## config.mk

```make
export PLATFORM = sky130hd
export DESIGN_NAME = param_proc
export DESIGN_NICKNAME = d
export VERILOG_FILES = /design/src/rtl/param_proc.sv
export SDC_FILE = /design/constraint.sdc
export NUM_CORES = 1
export LEC_CHECK = 0
export ABC_AREA = 1
export CAP_MARGIN = 20
export CORE_ASPECT_RATIO = 0.9
export CORE_MARGIN = 4
export CORE_UTILIZATION = 40
export CTS_BUF_LIST = sky130_fd_sc_hd__clkbuf_4 sky130_fd_sc_hd__clkbuf_8
export DETAILED_ROUTE_END_ITERATION = 16
export PLACE_DENSITY = 0.55
export REMOVE_ABC_BUFFERS = 1
export SLEW_MARGIN = 10
export SYNTH_ARGS = -nofsm -noshare
export SYNTH_HDL_FRONTEND = slang
export SYNTH_SLANG_ARGS = --single-unit
```

## constraint.sdc

```tcl
create_clock -name Clock -period 9.1 [get_ports Clock]
set_clock_uncertainty 0.2 [all_clocks]
set_input_delay 1.82 -clock Clock [delete_from_list [all_inputs] [get_ports Clock]]
set_output_delay 1.82 -clock Clock [all_outputs]
set_load 0.01 [all_outputs]
```

## src/rtl/param_proc.sv

```systemverilog
// param_proc: parametrised multicycle processor (R7 = PC) with a req/ack memory
// handshake that tolerates wait states, plus a combinational debug register port.
module param_proc #(
  parameter int DW = 16,
  parameter int AW = 16
) (
  input  logic          Clock,
  input  logic          Resetn,
  input  logic          Run,
  output logic          Done,
  output logic          Busy,
  output logic          mem_req,
  output logic          mem_we,
  output logic [AW-1:0] mem_addr,
  output logic [DW-1:0] mem_wdata,
  input  logic [DW-1:0] mem_rdata,
  input  logic          mem_ack,
  input  logic [2:0]    dbg_sel,
  output logic [DW-1:0] dbg_reg
);
  typedef enum logic [2:0] {IDLE, FETCH, EXEC, WB, IMM, MEM} state_t;
  localparam logic [2:0] OP_MV = 3'd0, OP_MVI = 3'd1, OP_ADD = 3'd2, OP_SUB = 3'd3;
  localparam logic [2:0] OP_LD = 3'd4, OP_ST = 3'd5, OP_MVNZ = 3'd6, OP_AND = 3'd7;
  state_t state_q, state_d;
  logic [DW-1:0] r_q [8];
  logic [DW-1:0] r_d [8];
  logic [DW-1:0] g_q, g_d;
  logic [8:0] ir_q, ir_d;
  logic done_q, done_d, retire;
  logic [2:0] op, rx, ry;
  logic [DW-1:0] vx, vy;
  assign op = ir_q[8:6];
  assign rx = ir_q[5:3];
  assign ry = ir_q[2:0];
  assign vx = r_q[rx];
  assign vy = r_q[ry];
  always_comb begin
    state_d = state_q;
    r_d = r_q;
    g_d = g_q;
    ir_d = ir_q;
    retire = 1'b0;
    case (state_q)
      IDLE: state_d = Run ? FETCH : IDLE;
      FETCH: if (mem_ack) begin
        ir_d = mem_rdata[DW-1:DW-9];
        r_d[7] = r_q[7] + DW'(1);
        state_d = EXEC;
      end
      EXEC: case (op)
        OP_MV: begin
          r_d[rx] = vy;
          retire = 1'b1;
        end
        OP_MVNZ: begin
          r_d[rx] = g_q != '0 ? vy : vx;
          retire = 1'b1;
        end
        OP_ADD: begin
          g_d = vx + vy;
          state_d = WB;
        end
        OP_SUB: begin
          g_d = vx - vy;
          state_d = WB;
        end
        OP_AND: begin
          g_d = vx & vy;
          state_d = WB;
        end
        OP_MVI: state_d = IMM;
        default: state_d = MEM;
      endcase
      WB: begin
        r_d[rx] = g_q;
        retire = 1'b1;
      end
      // immediate load into R7 overrides the PC increment
      IMM: if (mem_ack) begin
        r_d[7] = r_q[7] + DW'(1);
        r_d[rx] = mem_rdata;
        retire = 1'b1;
      end
      MEM: if (mem_ack) begin
        r_d[rx] = op == OP_LD ? mem_rdata : vx;
        retire = 1'b1;
      end
      default: state_d = IDLE;
    endcase
    if (retire) state_d = Run ? FETCH : IDLE;
    done_d = retire;
  end
  always_ff @(posedge Clock) begin
    if (!Resetn) begin
      state_q <= IDLE;
      r_q <= '{default: '0};
      g_q <= '0;
      ir_q <= '0;
      done_q <= 1'b0;
    end else begin
      state_q <= state_d;
      r_q <= r_d;
      g_q <= g_d;
      ir_q <= ir_d;
      done_q <= done_d;
    end
  end
  // memory interface decoded from registered state only
  assign mem_req = state_q == FETCH || state_q == IMM || state_q == MEM;
  assign mem_we = state_q == MEM && op == OP_ST;
  assign mem_addr = state_q == MEM ? vy[AW-1:0] :
                    (state_q == FETCH || state_q == IMM) ? r_q[7][AW-1:0] : '0;
  assign mem_wdata = mem_we ? vx : '0;
  assign Busy = state_q != IDLE;
  assign Done = done_q;
  assign dbg_reg = r_q[dbg_sel];
endmodule

```

==> metrics list <==
- Placed cells: 3,339
* Clock Pin Slew Worst Setup and Hold Paths: 100 ps
* Depth of the worst hold-timing path: 2
* Vias in the first global route: 19.8k
- Master of the slowest instance on the critical path: clkdlybuf4s50_1
* Most prevalent standard cell on the critical path: clkdlybuf4s50_1
- Avg Cell Area, Syn: 5.74 um2
- Post-CTS setup buffer count: 0
- 0 antenna diodes ended up in the layout.
* CTS resizes: 0
- Endpoints failing hold: 0
- Slew HR: 23.5%
* Startpoint Class: primary input
* Hold buffer count at cts: 0
- The top cell types in the final layout, fill and taps aside, are 535 x o21ai_0, 463 x nand2_1, 301 x a21oi_1, 276 x nand3_1, 274 x inv_1.
- Die width: 224 um
- The first routing iteration left 3,337 violations.
* Standby leakage power: 0.00752 uW
* Via-per-instance ratio: 6.50
* Slew of the pin with the lowest slew margin: 1150 ps
* Clock share of power: 10.3%
* Final total negative setup slack: 0 ps
- At the end of the flow the core is filled with cells to 43.6%.
- The worst hold path terminates at r_q[1].
- Max-cap violations in this run came to 0.
- Number of unique standard cell types used by synthesis: 54
- Count of port buffers added during placement: 74
- Std cell rows: 70
- Endpoints failing setup: 0
- Registers are responsible for 17.8% of the overall power.
- The first detailed-routing pass ran for 6 iterations.
* Net Sw Frac: 60.6%
- Slack of the worst reg-to-reg path: 3590 ps
- Final WS setup: 2550 ps
* Highest Clock Rate: 153 MHz
- Clock tree from TritonCTS: built
- In this run the cell area of the synthesized design comes to 0.0168 mm2.
* Sequential-to-total area share from yosys stat: 18.7%
* Post-detailed-routing wire length: 84.8 mm
- Data required, critical path: 7080 ps
* Nets@finish: 2,866
- Minimum period implied by the final worst setup slack: 6550 ps
- Relative area change from synthesis to final layout: 6.69%
- Die outline area: 0.0453 mm2
- Outcome: finished clean
- Combinational power share: 71.9%
- The first global-routing pass estimated 125 mm of wire.
- Arrival time of the worst setup path: 4530 ps
- Setup repair after global routing left no endpoint under its margin.
- The worst setup path is captured at an output pin.
- The core region is 0.0411 mm2.
- H-tree level count: 4
* Commonest non-fill, non-tap cell in the layout: o21ai_0
- Worst reg2reg path depth: 24
- TritonCTS Sinks: 157
* RD Place Congestion: 1.06
* Finished Layout Cells: 3,372
- Once detailed placement completed, the half-perimeter wirelength came to 53.8 mm.
* Number of antenna violations at the first check in global routing: 0
- For this run, design rule violations remaining after detail routing come to 0.
* Async S/R FF share, synth: 0%
- OpenSTA, run right after detailed placement, puts the worst setup slack at 2660 ps.
- For this configuration, the core starts out at a cell density of 40.9%.
* Launch point of the worst reg-to-reg path: ir_q[0]
- For this run the aggregate overflow at the end of global routing stands at 0.
- Count of buffering cells on the critical path with inverters included: 4
- Clock buffer count from CTS: 17
- Root Buffer: clkbuf_8
- Deepest clock path buffer count: 2
- By startpoint and endpoint, the worst setup path is classified as in -> out.
* Leading register cell type out of synthesis: dfxtp_1
* Capturing point of the worst reg2reg path: g_q[12]
- For this design the total switching power over the nets is 3550 uW.
- The largest single stage delay on the critical path is 590 ps.
- The Yosys step of the flow raised 0 warnings.
* Combined global-route utilization of all metal layers: 35.8%
- Number of nets with antenna violations after routing: 0
* Gate count after technology mapping: 2,924
- The total count of max-transition violations in the final report came to 0.
- Share of cells above drive strength 1: 6.92%
- In this run the worst hold path is classified as reg -> reg.
- Launch point of the worst hold path: r_q[1]
* Pin count of the biggest net entering global routing: 88
- Across the VDD grid, the largest voltage drop is 0.000169 V.
- Power spread over the standard cell area amounts to 327 mW/mm2.
* Final worst hold slack: 334 ps
- Average wire per cell in the routed design: 25.1 um
* Maximum fanout along the worst path: 46
- The final route contains 21.9k vias.
- Post-route fraction of the period consumed by the critical path: 72.0%
- Total internal power: 2310 uW
- Flop and latch count out of synthesis: 157
- Cell family with the largest share of critical-path delay: buffers and inverters
* Number of flops mapped to enable cells by yosys: 0
- The later pin in the worst-skew pair is clocked with a latency of 540 ps.
- Walking the worst path, the cells encountered are clkdlybuf4s50_1 -> buf_4 -> inv_2 -> a21oi_1 -> a221oi_1 -> a31oi_1 -> clkdlybuf4s50_1.
* Top-level I/O count: 75
- Measured along the y axis, the die boundary spans 202 um.
==> cell type report <==
class	count	area, um2
fillers	4481	23200
clock buffers	25	325
inverters	325	1220
clock inverters	6	82.6
flip-flops and latches	157	3150
repair buffers	121	1100
multi-input cells	2198	11400
well taps	540	676
==> power groups by stage <==
stage / Combinational, uW / Clock, uW / Sequential, uW
6_report: 4210 / 602 / 1040
5_1_grt: 4570 / 628 / 1060
4_1_cts: 4060 / 603 / 1030
3_5_place_dp: 4050 / 0 / 1050
3_3_place_gp: 4010 / 0 / 1050
2_1_floorplan: 2700 / 0 / 992
==> metrics by stage <==
| stage | power, uW | cell area [um2] |
|---|---|---|
| floorplan | 3690 | 15700 |
| global placement | 5050 | 17500 |
| detailed placement | 5090 | 17500 |
| CTS | 5700 | 17900 |
| global route | 6260 | 17900 |
| finish | 5860 | 17900 |
==> tightest hold or removal path, stage by stage, from the launching register on <==
cell and delay [ps]:
dfxtp_1 360, nand2_1 80, a21oi_1 60
==> synth_stat cells (11+ instances only) <==
| master | n | share of area [%] |
|---|---|---|
| buf_4 | 11 | 0.49 |
| nand2_1 | 463 | 10 |
| nand4_1 | 17 | 0.63 |
| o21ai_1 | 133 | 4.0 |
| a221oi_1 | 18 | 0.94 |
| o22ai_1 | 58 | 2.2 |
| xor2_1 | 25 | 1.3 |
| inv_1 | 275 | 6.2 |
| o21ai_0 | 535 | 16 |
| nand2_2 | 17 | 0.63 |
| a21oi_1 | 301 | 9.0 |
| clkbuf_1 | 155 | 3.5 |
| dfxtp_1 | 157 | 19 |
| nor2_1 | 122 | 2.7 |
| o211ai_1 | 86 | 3.8 |
| ha_1 | 22 | 1.6 |
| buf_2 | 51 | 1.5 |
| nand3_1 | 277 | 8.3 |
| nor2_4 | 12 | 0.81 |
| buf_1 | 13 | 0.29 |
| a31oi_1 | 35 | 1.3 |
| inv_2 | 41 | 0.92 |
==> how the worst max path moves through the flow <==
stage	startpoint	endpoint	slack (ps)	cells after the start
after floorplan	ir_q[0]	g_q[12]	3770	22
after global placement	dbg_sel[0]	dbg_reg[5]	2660	7
after detailed placement	dbg_sel[0]	dbg_reg[7]	2660	7
after CTS	dbg_sel[0]	dbg_reg[7]	2640	7
after global routing	dbg_sel[1]	dbg_reg[8]	2530	7
final	dbg_sel[1]	dbg_reg[8]	2550	7
==> layer usage <==
layer	wire [um]	up-vias	part of all wire [%]	global-route usage, %
met5	0	-	0	0
met4	4860	0	5.7	18.4
met3	9860	294	12	8.18
met2	36100	1508	43	54.4
met1	34000	10200	40	47.4
li1	-	9877	-	-
==> cell families (layout without fill, tap and decap cells) <==
logic type	after synthesis	after routing	share of synthesized area (%)
compound gates	1202	1202	39.2
simple gates	946	946	25.2
buf+inv	569	477	13.7
flops	157	157	18.7
xor+xnor	27	27	1.41
fa+ha+maj	23	23	1.76
Note: power is estimated with default switching activity, not from simulation.
==> variant (same flow settings) <==
Encoding of `state_t`: now one-hot (6 bits for 6 states).
--- a/src/rtl/param_proc.sv
+++ b/src/rtl/param_proc.sv
@@ -18,7 +18,7 @@
   input  logic [2:0]    dbg_sel,
   output logic [DW-1:0] dbg_reg
 );
-  typedef enum logic [2:0] {IDLE, FETCH, EXEC, WB, IMM, MEM} state_t;
+  typedef enum logic [5:0] {IDLE = 6'b000001, FETCH = 6'b000010, EXEC = 6'b000100, WB = 6'b001000, IMM = 6'b010000, MEM = 6'b100000} state_t;
   localparam logic [2:0] OP_MV = 3'd0, OP_MVI = 3'd1, OP_ADD = 3'd2, OP_SUB = 3'd3;
   localparam logic [2:0] OP_LD = 3'd4, OP_ST = 3'd5, OP_MVNZ = 3'd6, OP_AND = 3'd7;
   state_t state_q, state_d;
Behaviour: no difference found for any inputs over 4 cycles, from zero or initial values and one cycle with Resetn low; so few cycles prove little.
==> variant against the unedited design <==
  * Core utilization barely moved
  * Sequential cell count rose by 3
  * Final area fell by 0.87%
  * Setup slack better by 50 ps
  * Register-to-register slack got worse by 30 ps
  * Critical path type unchanged
  * Largest cell class unchanged
  * Area after synthesis is 1.6% lower
  * Sequential share of layout area increased by 0.49 points
  * Routed wire length increased by 1.6%
Power is left out: it rests on default switching activity, and per cell area and clock period it moved more than threefold.
==> variant: results <==
metrics = {
    "yosys": {
        "ys_async_sr_fraction": 0,
        "yosysSeqAreaShare": 0.194,
        "synthTopCellsByCount": "o21ai_0 (622), nand2_1 (528), a21oi_1 (306)",
        "ys_types": 43,
        "synth_fa_ha_area_frac": 0.0171,
        "synth-compound-area-share": 0.384,
        "ys_warn_count": 0,
        "synth_xor_area_frac": 0.0159,
        "synth_mux_area_frac": 0,
        "ys_top_cells_by_area": "dfxtp_1 (19%), o21ai_0 (19%), nand2_1 (12%)",
    },
    "clock_tree": {
        "cts_resized": 0,
        "cts_buffers": 17,
        "htreeDepth": 4,
        "ctsLongestPathBuffers": 2,
        "path_clk_slew_ps": 90,
        "root_buffer": "clkbuf_8",
        "post_cts_buffers": 0,
    },
    "critical_path": {
        "cp.arrival_ps": 4480,
        "cpPeakStageDelay_ps": 810,
        "critical_path.slowest_cell": "inv_2",
        "critPathMaxFanout": 48,
    },
    "run_status": {
        "status": "finished clean",
    },
    "routing": {
        "ant_nets": 0,
        "drt_iter0_drc": 3405,
        "routed_via_density": 6.53,
        "wirelength_mm": 86.2,
        "firstDrtPassIters": 9,
        "vias": 22117,
    },
    "grt": {
        "grt_max_degree": 76,
        "antenna_found_initial": 2,
        "first_global_vias": 19656,
        "grt_pass1_wl_mm": 126,
        "grtUsageTotal": 0.367,
    },
    "timing": {
        "tightest_slew_ps": 1170,
    },
    "place": {
        "io_buffer_count": 74,
        "dpl.hpwl_mm": 54.9,
        "gp_congestion": 1.01,
    },
    "cells_and_area": {
        "final_nets": 2879,
        "n_fill_cell": 4445,
        "drive_above_1_share": 0.0460,
    },
}
==> variant: stage by stage <==
step | std cells | instance area, µm² | hold slack [ps] | worst slack, ps | utilization
2_1_floorplan | 2698 | 15500 | 259 | 1870 | -
3_3_place_gp | 3354 | 17300 | 272 | 2670 | 0.425
3_5_place_dp | 3354 | 17300 | 273 | 2660 | 0.425
4_1_cts | 3384 | 17700 | 288 | 2660 | 0.435
5_1_grt | 3385 | 17700 | 309 | 2590 | 0.436
6_report | 3389 | 17700 | 288 | 2600 | 0.436
==> variant: critical path: cells and delay by family <==
kind                   cells  cell delay [ps]
AO/OA/AOI/OAI              2              540
buffers and inverters      4             2080
==> variant: area by class of cell <==
class,instances,area share
multi-input cells,2225,0.631
flip-flops and latches,160,0.181
clock inverters,12,0.00945
repair buffers,117,0.0602
clock buffers,18,0.0140
diodes,4,0.000564
well taps,540,0.0381
inverters,313,0.0662
==> variant: worst paths after layout <==
path | start | to | slack, ps | cells past startpoint
worst max-delay path | dbg_sel[1] | dbg_reg[2] | 2600 | 6
worst min-delay path | r_q[14] | r_q[14] | 290 | 2
worst max register to register | ir_q[2] | g_q[12] | 3560 | 19
worst min register to register | r_q[14] | r_q[14] | 290 | 2
==> variant: cells by family after synthesis <==
family | Yosys count
compound gates | 1176
xor+xnor | 30
fa+ha+maj | 22
buf+inv | 555
flops | 160
simple gates | 997
==> variant: per-layer routing <==
metal	global-route usage	wire length [µm]
met5	0	0
met4	0.180	4950
met3	0.0943	11000
met2	0.548	36000
met1	0.492	34200
